### src/rtl/ps2_pkg.sv
// ============================================================================
// Module   : ps2_pkg
// Brief    : Shared types and scan-code constants for the PS/2 key sequencer.
// Revision : 1.0
// ============================================================================
`default_nettype none

package ps2_pkg;

    typedef enum logic [1:0] {
        S_IDLE     = 2'd0,
        S_GOT_F0   = 2'd1,
        S_GOT_E0   = 2'd2,
        S_GOT_E0F0 = 2'd3
    } state_t;

    localparam logic [7:0] c_prefix_f0 = 8'hF0;
    localparam logic [7:0] c_prefix_e0 = 8'hE0;

    localparam logic [7:0] c_sc_w = 8'h1D;
    localparam logic [7:0] c_sc_a = 8'h1C;
    localparam logic [7:0] c_sc_s = 8'h1B;
    localparam logic [7:0] c_sc_d = 8'h23;
    localparam logic [7:0] c_sc_q = 8'h15;
    localparam logic [7:0] c_sc_e = 8'h24;
    localparam logic [7:0] c_sc_r = 8'h2D;
    localparam logic [7:0] c_sc_f = 8'h2B;
    localparam logic [7:0] c_sc_t = 8'h2C;

    localparam logic [3:0] c_key_w = 4'd0;
    localparam logic [3:0] c_key_a = 4'd1;
    localparam logic [3:0] c_key_s = 4'd2;
    localparam logic [3:0] c_key_d = 4'd3;
    localparam logic [3:0] c_key_q = 4'd4;
    localparam logic [3:0] c_key_e = 4'd5;
    localparam logic [3:0] c_key_r = 4'd6;
    localparam logic [3:0] c_key_f = 4'd7;
    localparam logic [3:0] c_key_t = 4'd8;

    typedef struct packed {
        logic       is_make;
        logic [3:0] key_idx;
    } evt_t;

    // Returns {hit, key_idx}; hit=0 for codes outside the game key set.
    function automatic logic [4:0] key_lookup(input logic [7:0] code);
        case (code)
            c_sc_w:  key_lookup = {1'b1, c_key_w};
            c_sc_a:  key_lookup = {1'b1, c_key_a};
            c_sc_s:  key_lookup = {1'b1, c_key_s};
            c_sc_d:  key_lookup = {1'b1, c_key_d};
            c_sc_q:  key_lookup = {1'b1, c_key_q};
            c_sc_e:  key_lookup = {1'b1, c_key_e};
            c_sc_r:  key_lookup = {1'b1, c_key_r};
            c_sc_f:  key_lookup = {1'b1, c_key_f};
            c_sc_t:  key_lookup = {1'b1, c_key_t};
            default: key_lookup = 5'd0;
        endcase
    endfunction

endpackage

`default_nettype wire

### src/rtl/ps2_key_sequencer_evt_fifo.sv
// ============================================================================
// Module   : evt_fifo
// Brief    : Small synchronous FIFO with valid/ready output side and full flag.
// Revision : 1.0
// ============================================================================
`default_nettype none

module evt_fifo #(
    parameter int DEPTH = 4,
    parameter int WIDTH = 5
) (
    input  logic             clk,
    input  logic             reset_n,
    input  logic             i_push,
    input  logic [WIDTH-1:0] i_data,
    input  logic             i_ready,
    output logic             o_valid,
    output logic [WIDTH-1:0] o_data,
    output logic             o_full
);

    localparam int c_aw = $clog2(DEPTH);

    logic [WIDTH-1:0] r_mem [DEPTH];
    logic [c_aw:0]    r_wr_ptr;
    logic [c_aw:0]    r_rd_ptr;
    logic             w_empty;
    logic             w_pop;
    logic             w_wr_en;

    assign w_empty = (r_wr_ptr == r_rd_ptr);
    assign o_full  = (r_wr_ptr[c_aw-1:0] == r_rd_ptr[c_aw-1:0]) &&
                     (r_wr_ptr[c_aw] != r_rd_ptr[c_aw]);
    assign w_pop   = i_ready && !w_empty;
    // A full FIFO still accepts a push when the head leaves in the same cycle.
    assign w_wr_en = i_push && (!o_full || w_pop);

    assign o_valid = !w_empty;
    assign o_data  = w_empty ? '0 : r_mem[r_rd_ptr[c_aw-1:0]];

    always_ff @(posedge clk or negedge reset_n) begin
        if (!reset_n) begin
            r_wr_ptr <= '0;
            r_rd_ptr <= '0;
        end else begin
            if (w_wr_en) r_wr_ptr <= r_wr_ptr + 1'b1;
            if (w_pop)   r_rd_ptr <= r_rd_ptr + 1'b1;
        end
    end

    always_ff @(posedge clk) begin
        if (w_wr_en) r_mem[r_wr_ptr[c_aw-1:0]] <= i_data;
    end

endmodule

`default_nettype wire

### src/rtl/ps2_key_sequencer.sv
// ============================================================================
// Module   : ps2_key_sequencer
// Brief    : Frames PS/2 bytes into make/break pairs, tracks game-key state and
//            queues key-change events.
// Revision : 1.0
// ============================================================================
`default_nettype none

module ps2_key_sequencer
    import ps2_pkg::*;
#(
    parameter int FIFO_DEPTH  = 4,
    parameter int TIMEOUT_CYC = 50000,
    parameter int ERR_W       = 8
) (
    input  logic             clk,
    input  logic             reset_n,
    input  logic             byte_valid,
    input  logic [7:0]       byte_data,
    input  logic             byte_par_err,
    output logic [7:0]       code1,
    output logic [7:0]       code2,
    output logic             pair_valid,
    output logic [8:0]       key_state,
    output logic             evt_valid,
    output logic [4:0]       evt_data,
    input  logic             evt_ready,
    output logic             overflow,
    output logic [ERR_W-1:0] err_count,
    input  logic             clear
);

    localparam int                c_to_w   = $clog2(TIMEOUT_CYC + 1);
    localparam logic [c_to_w-1:0] c_to_max = c_to_w'(TIMEOUT_CYC);

    state_t            r_state, w_state_nxt;
    logic [c_to_w-1:0] r_to_cnt, w_to_nxt, w_to_inc;
    logic              w_frame_done;
    logic              w_is_break;
    logic              w_hit;
    logic [3:0]        w_idx;
    logic              w_held;
    logic              w_push;
    logic              w_full;
    evt_t              w_evt;
    logic [7:0]        r_code1, r_code2;
    logic              r_pair_valid;
    logic [8:0]        r_key_state;
    logic              r_overflow;
    logic [ERR_W-1:0]  r_err_cnt;

    assign w_to_inc = r_to_cnt + 1'b1;

    always_comb begin
        w_state_nxt  = r_state;
        w_to_nxt     = '0;
        w_frame_done = 1'b0;
        w_is_break   = 1'b0;
        if (byte_valid) begin
            if (byte_par_err) begin
                w_state_nxt = S_IDLE;
            end else begin
                case (r_state)
                    S_IDLE: begin
                        if (byte_data == c_prefix_f0)      w_state_nxt = S_GOT_F0;
                        else if (byte_data == c_prefix_e0) w_state_nxt = S_GOT_E0;
                        else                               w_frame_done = 1'b1;
                    end
                    S_GOT_F0: begin
                        w_frame_done = 1'b1;
                        w_is_break   = 1'b1;
                        w_state_nxt  = S_IDLE;
                    end
                    // Extended frames are swallowed without any visible effect.
                    S_GOT_E0:   w_state_nxt = (byte_data == c_prefix_f0) ? S_GOT_E0F0 : S_IDLE;
                    S_GOT_E0F0: w_state_nxt = S_IDLE;
                    default:    w_state_nxt = S_IDLE;
                endcase
            end
        end else if (r_state != S_IDLE) begin
            if (w_to_inc == c_to_max) w_state_nxt = S_IDLE;
            else                      w_to_nxt    = w_to_inc;
        end
    end

    always_ff @(posedge clk or negedge reset_n) begin
        if (!reset_n) begin
            r_state  <= S_IDLE;
            r_to_cnt <= '0;
        end else begin
            r_state  <= w_state_nxt;
            r_to_cnt <= w_to_nxt;
        end
    end

    assign {w_hit, w_idx} = key_lookup(byte_data);
    assign w_held         = r_key_state[w_idx];
    // Only genuine state changes generate events; repeats and stray breaks do not.
    assign w_push         = w_frame_done && w_hit && (w_is_break ? w_held : !w_held);
    assign w_evt          = '{is_make: !w_is_break, key_idx: w_idx};

    always_ff @(posedge clk or negedge reset_n) begin
        if (!reset_n) begin
            r_code1      <= 8'h00;
            r_code2      <= 8'h00;
            r_pair_valid <= 1'b0;
            r_key_state  <= '0;
        end else begin
            r_pair_valid <= w_frame_done;
            if (w_frame_done) begin
                r_code1 <= w_is_break ? c_prefix_f0 : byte_data;
                r_code2 <= w_is_break ? byte_data : 8'h00;
                if (w_hit) r_key_state[w_idx] <= !w_is_break;
            end
        end
    end

    always_ff @(posedge clk or negedge reset_n) begin
        if (!reset_n) begin
            r_overflow <= 1'b0;
            r_err_cnt  <= '0;
        end else if (clear) begin
            r_overflow <= 1'b0;
            r_err_cnt  <= '0;
        end else begin
            if (w_push && w_full && !(evt_valid && evt_ready)) r_overflow <= 1'b1;
            if (byte_valid && byte_par_err && (r_err_cnt != '1))
                r_err_cnt <= r_err_cnt + 1'b1;
        end
    end

    evt_fifo #(
        .DEPTH (FIFO_DEPTH),
        .WIDTH ($bits(evt_t))
    ) u_evt_fifo (
        .clk     (clk),
        .reset_n (reset_n),
        .i_push  (w_push),
        .i_data  (w_evt),
        .i_ready (evt_ready),
        .o_valid (evt_valid),
        .o_data  (evt_data),
        .o_full  (w_full)
    );

    assign code1      = r_code1;
    assign code2      = r_code2;
    assign pair_valid = r_pair_valid;
    assign key_state  = r_key_state;
    assign overflow   = r_overflow;
    assign err_count  = r_err_cnt;

endmodule

`default_nettype wire

### config.mk
export PLATFORM = sky130hd
export DESIGN_NAME = ps2_key_sequencer
export DESIGN_NICKNAME = d
export VERILOG_FILES = /design/src/rtl/ps2_pkg.sv /design/src/rtl/ps2_key_sequencer_evt_fifo.sv /design/src/rtl/ps2_key_sequencer.sv
export SDC_FILE = /design/constraint.sdc
export NUM_CORES = 1
export LEC_CHECK = 0
export BUFFER_PORTS_ARGS = -buffer_cell sky130_fd_sc_hd__buf_2
export CORE_UTILIZATION = 49
export DETAILED_ROUTE_END_ITERATION = 8
export PLACE_DENSITY_LB_ADDON = 0.05
export SYNTH_ARGS = -nofsm -noshare
export SYNTH_HDL_FRONTEND = slang
export SYNTH_SLANG_ARGS = --single-unit
### constraint.sdc
create_clock -name clk -period 3 [get_ports clk]
set_input_delay 0.3 -clock clk [delete_from_list [all_inputs] [get_ports clk]]
set_output_delay 0.3 -clock clk [all_outputs]
set_load 0.005 [all_outputs]
==> results of run 1 <==
routing by layer:
| layer | up-vias | part of all wire | wire, um | track usage |
|---|---|---|---|---|
| li1 | 1457 | - | - | - |
| met2 | 66 | 0.46 | 3800 | 0.331 |
| met3 | 13 | 0.033 | 268 | 0.0378 |
| met4 | 0 | 0.018 | 144 | 0.0885 |
| met1 | 1439 | 0.49 | 4010 | 0.293 |
| met5 | - | 0 | 0 | 0 |
area by class of cell:
type	count	area, sq um	area share
sequential	79	2080	0.446
tap	102	128	0.0274
multi-input combinational	270	1820	0.390
timing repair buffer	71	398	0.0854
clock buffer	11	141	0.0303
inverter	14	52.6	0.0113
clock inverter	4	47.5	0.0102
kinds of logic after synthesis:
group,Yosys count,synth area share
XOR/XNOR,31,0.0677
adder cells (fa/ha/maj),7,0.0218
buffers and inverters,30,0.0287
flip-flops,79,0.518
AO/OA/AOI/OAI,45,0.0687
AND/OR/NAND/NOR,157,0.200
multiplexers,30,0.0952
final timing paths:
kind	endpoint	start	slack [ns]
setup / recovery	u_evt_fifo.r_mem[3][1]	byte_data[5]	0.38
hold / removal	key_state[1]	reset_n	0.08
setup reg to reg	r_to_cnt[2]	r_to_cnt[2]	0.43
hold reg to reg	r_to_cnt[0]	r_to_cnt[0]	0.46
max in group asynchronous	r_to_cnt[9]	reset_n	2.39
min in group clk	code2[5]	byte_data[5]	0.24
cell usage after synthesis (3+ instances only):
master                     instances  area (sq um)
sky130_fd_sc_hd__a21oi_1           8          40.0
sky130_fd_sc_hd__a31oi_1           6          37.5
sky130_fd_sc_hd__and2_1            6          37.5
sky130_fd_sc_hd__and3_1            7          43.8
sky130_fd_sc_hd__and4_1            3          26.3
sky130_fd_sc_hd__clkbuf_1         13          48.8
sky130_fd_sc_hd__dfrtp_1          59          1480
sky130_fd_sc_hd__edfxtp_1         20           601
sky130_fd_sc_hd__ha_1              7          87.6
sky130_fd_sc_hd__inv_1            14          52.6
sky130_fd_sc_hd__mux2_2            7          78.8
sky130_fd_sc_hd__mux2i_1          16           160
sky130_fd_sc_hd__mux4_2            5           113
sky130_fd_sc_hd__nand2_1          44           165
sky130_fd_sc_hd__nand2b_1          4          25.0
sky130_fd_sc_hd__nand3_1          13          65.1
sky130_fd_sc_hd__nand4_1          10          62.6
sky130_fd_sc_hd__nor2_1           41           154
sky130_fd_sc_hd__nor2b_1           8          50.1
sky130_fd_sc_hd__nor3_1            5          25.0
sky130_fd_sc_hd__nor3b_1           6          45.0
sky130_fd_sc_hd__o21ai_0          15          75.1
sky130_fd_sc_hd__o22ai_1           3          18.8
sky130_fd_sc_hd__xnor2_1          17           149
sky130_fd_sc_hd__xor2_1           14           123
critical path, cell delays in order:
cell and delay, ns:
sky130_fd_sc_hd__buf_2 0.13, sky130_fd_sc_hd__nor4b_2 0.57, sky130_fd_sc_hd__mux2_2 0.29, sky130_fd_sc_hd__a21oi_2 0.11
sky130_fd_sc_hd__or2_0 0.22, sky130_fd_sc_hd__o311a_1 0.10, sky130_fd_sc_hd__a211o_1 0.31, sky130_fd_sc_hd__xnor2_1 0.20
sky130_fd_sc_hd__nor2_1 0.38
placed cells by master, fill, tap and decap left out, types with 6 or more instances in the layout:
master,synthesis,routed
sky130_fd_sc_hd__a21oi_1,8,8
sky130_fd_sc_hd__a31oi_1,6,6
sky130_fd_sc_hd__and2_1,6,6
sky130_fd_sc_hd__and3_1,7,7
sky130_fd_sc_hd__buf_2,2,54
sky130_fd_sc_hd__buf_4,0,17
sky130_fd_sc_hd__clkbuf_8,0,10
sky130_fd_sc_hd__dfrtp_1,59,59
sky130_fd_sc_hd__edfxtp_1,20,20
sky130_fd_sc_hd__ha_1,7,7
sky130_fd_sc_hd__inv_1,14,14
sky130_fd_sc_hd__mux2_2,7,7
sky130_fd_sc_hd__mux2i_1,16,16
sky130_fd_sc_hd__nand2_1,44,44
sky130_fd_sc_hd__nand3_1,13,13
sky130_fd_sc_hd__nand4_1,10,10
sky130_fd_sc_hd__nor2_1,41,41
sky130_fd_sc_hd__nor2b_1,8,8
sky130_fd_sc_hd__nor3b_1,6,6
sky130_fd_sc_hd__o21ai_0,15,15
sky130_fd_sc_hd__xnor2_1,17,17
sky130_fd_sc_hd__xor2_1,14,14
power groups by stage:
stage | Clock [mW] | Combinational (mW) | Sequential, mW
2_1_floorplan | 0 | 0.340 | 1.22
3_3_place_gp | 0 | 0.461 | 1.27
3_5_place_dp | 0 | 0.474 | 1.27
4_1_cts | 0.802 | 0.473 | 1.25
5_1_grt | 0.848 | 0.529 | 1.26
6_report | 0.778 | 0.461 | 1.24
state kept, by name, indices dropped and copies added (netlist names):
| signal | cells |
|---|---|
| r_state | 2 |
| u_evt_fifo.r_wr_ptr | 3 |
| r_to_cnt | 16 |
| code1 | 8 |
| u_evt_fifo.r_rd_ptr | 3 |
| code2 | 8 |
| u_evt_fifo.r_mem | 20 |
| overflow | 1 |
| pair_valid | 1 |
| key_state | 9 |
| err_count | 8 |
==> run summary, run 1 <==
The area growth from synthesis to layout is 16.3%. Placement-stage cell area: 4470 sq um. For the pin count of the biggest net entering global routing, the log shows 60.

The via total after detailed routing came out at 2975. The register share of total power is 0.501. The length in cells of the worst reg-to-reg path came out at 10. The tools report the initial core utilization as 0.513. The total of cells resized after clock tree synthesis was 0.

The number of I/O port buffers works out to 54. Across all hold checks on the routed design, the worst slack comes to 0.0834 ns. The via density per instance is 5.40. At the pin with the least slew margin, the transition time is 0.770 ns.

In this run the count of I/O pins placed on the die edge is 55. Kind of launch point of the worst setup path: an input pin. Internal power comes to 1.82 mW. TritonCTS built the clock tree.

Power spread over the standard cell area amounts to 533 nW/um^2. The finished cells cover 4660 sq um. The number of placed instances, taps included, is 536. The distinct cell type count of the synthesized netlist was 46; the fraction of power spent switching nets was 0.268. The tree is rooted in a sky130_fd_sc_hd__clkbuf_8.

In this run the worst hold path is classified as in2async. The fraction of the core area covered by cells at the end of the flow came out at 0.597. In the final timing run, aggregate negative setup slack is 0 ns.

Setup repair after global routing left no endpoint under its margin. Yosys mapped a number of flops with a built-in enable equal to 20. Number of hold violations in the final report: 0. Maximum clock frequency: 381 MHz. Prior to clock tree synthesis, the placed netlist has a worst setup slack of 0.0159 ns. The share of layout cells above drive strength 1 was 0.234. At the end of the flow, the number of nets in the layout was 466. For this design the static power due to leakage is 2.09 nW.

The run gives 79 as the clock net sink count. Headroom to the max-slew limit: 0.487. The cts-stage hold buffer count was 0.

For the starting DRC count in detailed routing, the log shows 133. For the final weighted congestion in routability-driven placement, the log shows 0.827. Of all nets on the critical path, the largest fanout is 7.

For the DRC violations left, the log shows 0. Count of H-tree levels built during CTS: 3. The finished layout holds 551 standard cells, fillers aside. The clock latency of the later-clocked register in the worst-skew pair was 0.35 ns; the average routed wire per standard cell was 14.9 um.

Yosys printed 0 warnings. Type of the worst setup path: in2reg. Total overflow reported by the global router: 0.

Clock tree skew after final layout: 0.0101 ns. IR analysis of the VDD net gives a maximum drop of 234 uV. The design draws 2.48 mW. The clock period could shrink to 2.62 ns.

In this run the deepest clock path goes through 2 buffers. For the HPWL reported at the end of detailed placement, the log shows 5830 um. After floorplanning, the core was sized to cover 7810 sq um.

Across the run, the number of max-cap violations was 0. STA puts the critical path data arrival time at 2.62 ns. The first global-routing pass estimated 13900 um of wire. Counting flops and latches in the post-synthesis netlist gives 79. Number of antenna violations at the first check in global routing: 0. The overall routed net length is 8230 um. The number of antenna-violating nets in the routed design came out at 0. The horizontal die dimension came out at 92.5 um. Summing every instance area after synthesis gives 4010 sq um. The ratio of final minimum period to clock period is 0.874. The final max-slew violation count was 0. Clock network fraction of total power: 0.313. Setup violations remaining at the end of the flow were counted as 0. For the number of fill cells in the layout, the log shows 705.

The flow ran to the end, and the final reports show no timing, DRC or antenna violations. The clock slew seen by the registers of the worst setup and hold paths works out to 0.08 ns. At the worst endpoint, the required time is 3.00 ns. For this run, the detailed router's first-pass iteration total came to 4.

Averaged over all synthesized cells, the footprint is 10.6 sq um. In this run the core area contains 32 standard-cell rows. Buffers inserted during clock tree synthesis total 9.

Post-CTS setup-driven buffer insertion count: 0. Sequential cell area fraction in the yosys report: 0.518. For the part of the power in combinational logic, the log shows 0.186. The fraction of registers with async set or reset after synthesis was 0.747; the antenna diode instance count was 0. STA classifies the critical path endpoint as a flip-flop. The cell count after synthesis came out at 379.

For the net switching power, the log shows 0.667 mW. In the post-route analysis, the smallest setup slack over all paths is 0.377 ns. The most used flip-flop cell after synthesis is sky130_fd_sc_hd__dfrtp_1. The floorplan die area was 8550 sq um; the number of nets produced by synthesis was 400. Vertical die dimension: 92.5 um. The via count of the first global-routing pass is 2802. The tools report the global-route usage over all layers as 0.212.
(Power assumes the default switching activity.)
==> run 2: changes to the inputs <==
--- a/config.mk
+++ b/config.mk
@@ -6,6 +6,7 @@
 export NUM_CORES = 1
 export LEC_CHECK = 0
 export BUFFER_PORTS_ARGS = -buffer_cell sky130_fd_sc_hd__buf_2
+export CORE_ASPECT_RATIO = 1.25
 export CORE_UTILIZATION = 49
 export DETAILED_ROUTE_END_ITERATION = 8
 export PLACE_DENSITY_LB_ADDON = 0.05
==> run 2 against run 1 <==
Combinational power up 3%. Sequential power about the same. Maximum frequency rose by 0.91%. Largest cell class unchanged. Largest power group unchanged.
==> run summary, run 2 (synthesis results as in run 1) <==
The flip-flop count of the largest register after layout was 20 (unchanged). The logs give 6220 um (+6.6%) for the HPWL reported at the end of detailed placement and 0.401 ns (+0.0235 ns) for the final worst slack. The pin count of the biggest net entering global routing was 35 (-42%); the total overflow reported by the global router was 0 (unchanged).

The run gives 0 (unchanged) as the setup-violating endpoint count in the final report. The logs give 79 (unchanged) for the clock net sink count and 0.509 (-0.00489) for the initial core utilization. The cell area after layout was 4670 sq um (+0.13%); the via density per instance was 5.46 (+1.1%). The critical path data required time was 3.25 ns (+0.25 ns); the pre-CTS setup slack was 0.0670 ns (+0.0511 ns). The logs give 0.212 (about the same) for the global-route usage over all layers and 0.00293 ns (-0.0804 ns) for the worst hold-check slack.

Final total negative setup slack: 0 ns (unchanged). The worst setup path is launched from a flip-flop. The number of buffers created by CTS is 9 (unchanged). The post-CTS setup-driven buffer insertion count is 0 (unchanged), and the post-route total power is 2.56 mW (+3.1%). Setup repair after global routing left no endpoint under its margin. The launch instance of the worst register-to-register path is r_to_cnt[2]. The final layout net count was 466 (unchanged).

The ratio of final minimum period to clock period works out to 0.866 (-0.00785). The starting DRC count in detailed routing was 98 (-26%). The worst hold path belongs to the class in2async. The DRC violations left is 0 (unchanged), and the number of detailed-routing iterations run before antenna repair is 4 (unchanged). The register-to-register setup slack was 0.40 ns (-0.03 ns). The flow ran to the end, and the final reports show no timing, DRC or antenna violations. Static leakage power: 2.10 nW (+0.38%).

The logs give 0 (unchanged) for the total of cells resized after clock tree synthesis and 2 (unchanged) for the maximum number of buffers from clock root to sink. Number of I/O port buffers: 54 (unchanged). The largest individual stage delay along the critical path comes from the cell sky130_fd_sc_hd__dfrtp_1.

The clock tree skew after final layout was 0.00873 ns (-0.00133 ns). Leaving out fill and tap cells, the most frequent cells in the layout are 59 x sky130_fd_sc_hd__dfrtp_1, 54 x sky130_fd_sc_hd__buf_2, 44 x sky130_fd_sc_hd__nand2_1. The total core area was 7880 sq um (+0.96%). The tools report the I/O pin count as 55 (unchanged). Via count of the first global-routing pass: 2863 (+2.2%). The worst-case vdd ir drop is 385 uV (+64%).

The first-pass GRT wire length was 14100 um (+1.2%); the overall routed net length was 8470 um (+3.0%). The average routed wire per standard cell works out to 15.5 um (+4.1%). For the placement-stage cell area, the log shows 4460 sq um (-0.20%).

The final max-slew violation count came out at 0 (unchanged). The share of layout cells above drive strength 1 came out at 0.229 (-0.00496). The cts-stage hold buffer count came out at 0 (unchanged). The run gives 0 (unchanged) as the number of hold violations in the final report. The critical path is of the reg2reg type.

The transition time of the tightest slew-check pin is 0.770 ns (+0.000120 ns). The tools report the final cell count without fillers as 545 (-1.1%). The commonest non-fill, non-tap cell in the layout was sky130_fd_sc_hd__dfrtp_1. Relative to the synthesized area, the layout overhead comes to 16.4%. The tools report the number of max-cap violations as 0 (unchanged). Capturing element type of the critical path: a flip-flop. Number of standard-cell rows in the floorplan: 36 (+13%). The fraction of the core area covered by cells at the end of the flow is 0.592 (-0.00489).

The floorplan die area is 8550 sq um (about the same). The number of antenna-violating nets in the routed design is 0 (unchanged). The tools report the final weighted congestion in routability-driven placement as 0.823 (-0.46%). The run gives 529 (-1.3%) as the instance count after placement with tap cells included. TritonCTS built the clock tree. The horizontal die dimension was 82.9 um (-10%); the vertical die dimension was 103 um (+12%). The clock latency of the later-clocked register in the worst-skew pair is 0.36 ns (about the same), and the via total after detailed routing is 2975 (unchanged). Ratio of total power to cell area: 549 nW/um^2 (+3.0%). The clock tree root buffer cell is sky130_fd_sc_hd__clkbuf_8. The endpoint identified for the worst register-to-register timing path is r_to_cnt[5]. The shortest period the worst path allows is 2.60 ns (-0.0235 ns), and the biggest cell delay along the critical path is 0.45 ns (-0.12 ns). The arrival time of data at the critical path endpoint was 2.85 ns (+0.23 ns).

The clock slew seen by the registers of the worst setup and hold paths works out to 0.08 ns (about the same). The maximum clock frequency was 385 MHz (+0.91%). The signal on the critical path passes through and4_1 > nand4_1 > nor3_1 > a31o_2 > nand4_1 > a2111oi_0 > buf_4 > or2_0 > buf_4 > nor2_1. The number of antenna violations at the first check in global routing came out at 0 (unchanged). The headroom to the max-slew limit was 0.487 (about the same); the maximum fanout encountered on the critical timing path was 14 (+7). Count of H-tree levels built during CTS: 3 (unchanged). The tools report the antenna diode instance count as 0 (unchanged). The length in cells of the worst reg-to-reg path was 10 (unchanged).
-- run 2: where the power goes --
part           switching [mW]  total [mW]  leakage, nW  internal (mW)
combinational           0.212       0.474         1.02          0.262
sequential             0.0894        1.25        0.979           1.16
clock                   0.378       0.841        0.102          0.462
-- run 2: area by class of cell --
type | count | area [sq um]
Fill cell | 679 | 3220
Sequential cell | 79 | 2080
Multi-Input combinational cell | 270 | 1820
Timing Repair Buffer | 71 | 398
Clock buffer | 11 | 131
Tap cell | 95 | 119
Clock inverter | 5 | 72.6
Inverter | 14 | 52.6
-- run 2: worst max-delay path, delay by kind of cell (launching register included) --
kind	cells	cell delay [ns]
AND/OR/NAND/NOR	6	1.09
AO/OA/AOI/OAI	2	0.55
flip-flops	1	0.45
buffers and inverters	2	0.38
-- run 2: worst max-delay path by stage --
stage	slack (ns)	cells after the start	endpoint	startpoint
floorplan	-0.02	8	u_evt_fifo.r_mem[1][0]	byte_data[3]
global placement	0.14	10	u_evt_fifo.r_mem[0][4]	byte_data[4]
detailed placement	0.07	9	u_evt_fifo.r_mem[3][4]	byte_data[4]
CTS	0.38	10	r_to_cnt[14]	r_to_cnt[2]
global route	0.20	10	u_evt_fifo.r_mem[0][3]	byte_data[5]
finish	0.40	10	r_to_cnt[5]	r_to_cnt[2]
-- run 2: metal layers --
layer,vias up,share of wire,GRT usage
met5,-,0,0
met4,0,0.028,0.122
met3,18,0.029,0.0280
met2,68,0.50,0.358
met1,1434,0.45,0.267
li1,1455,-,-
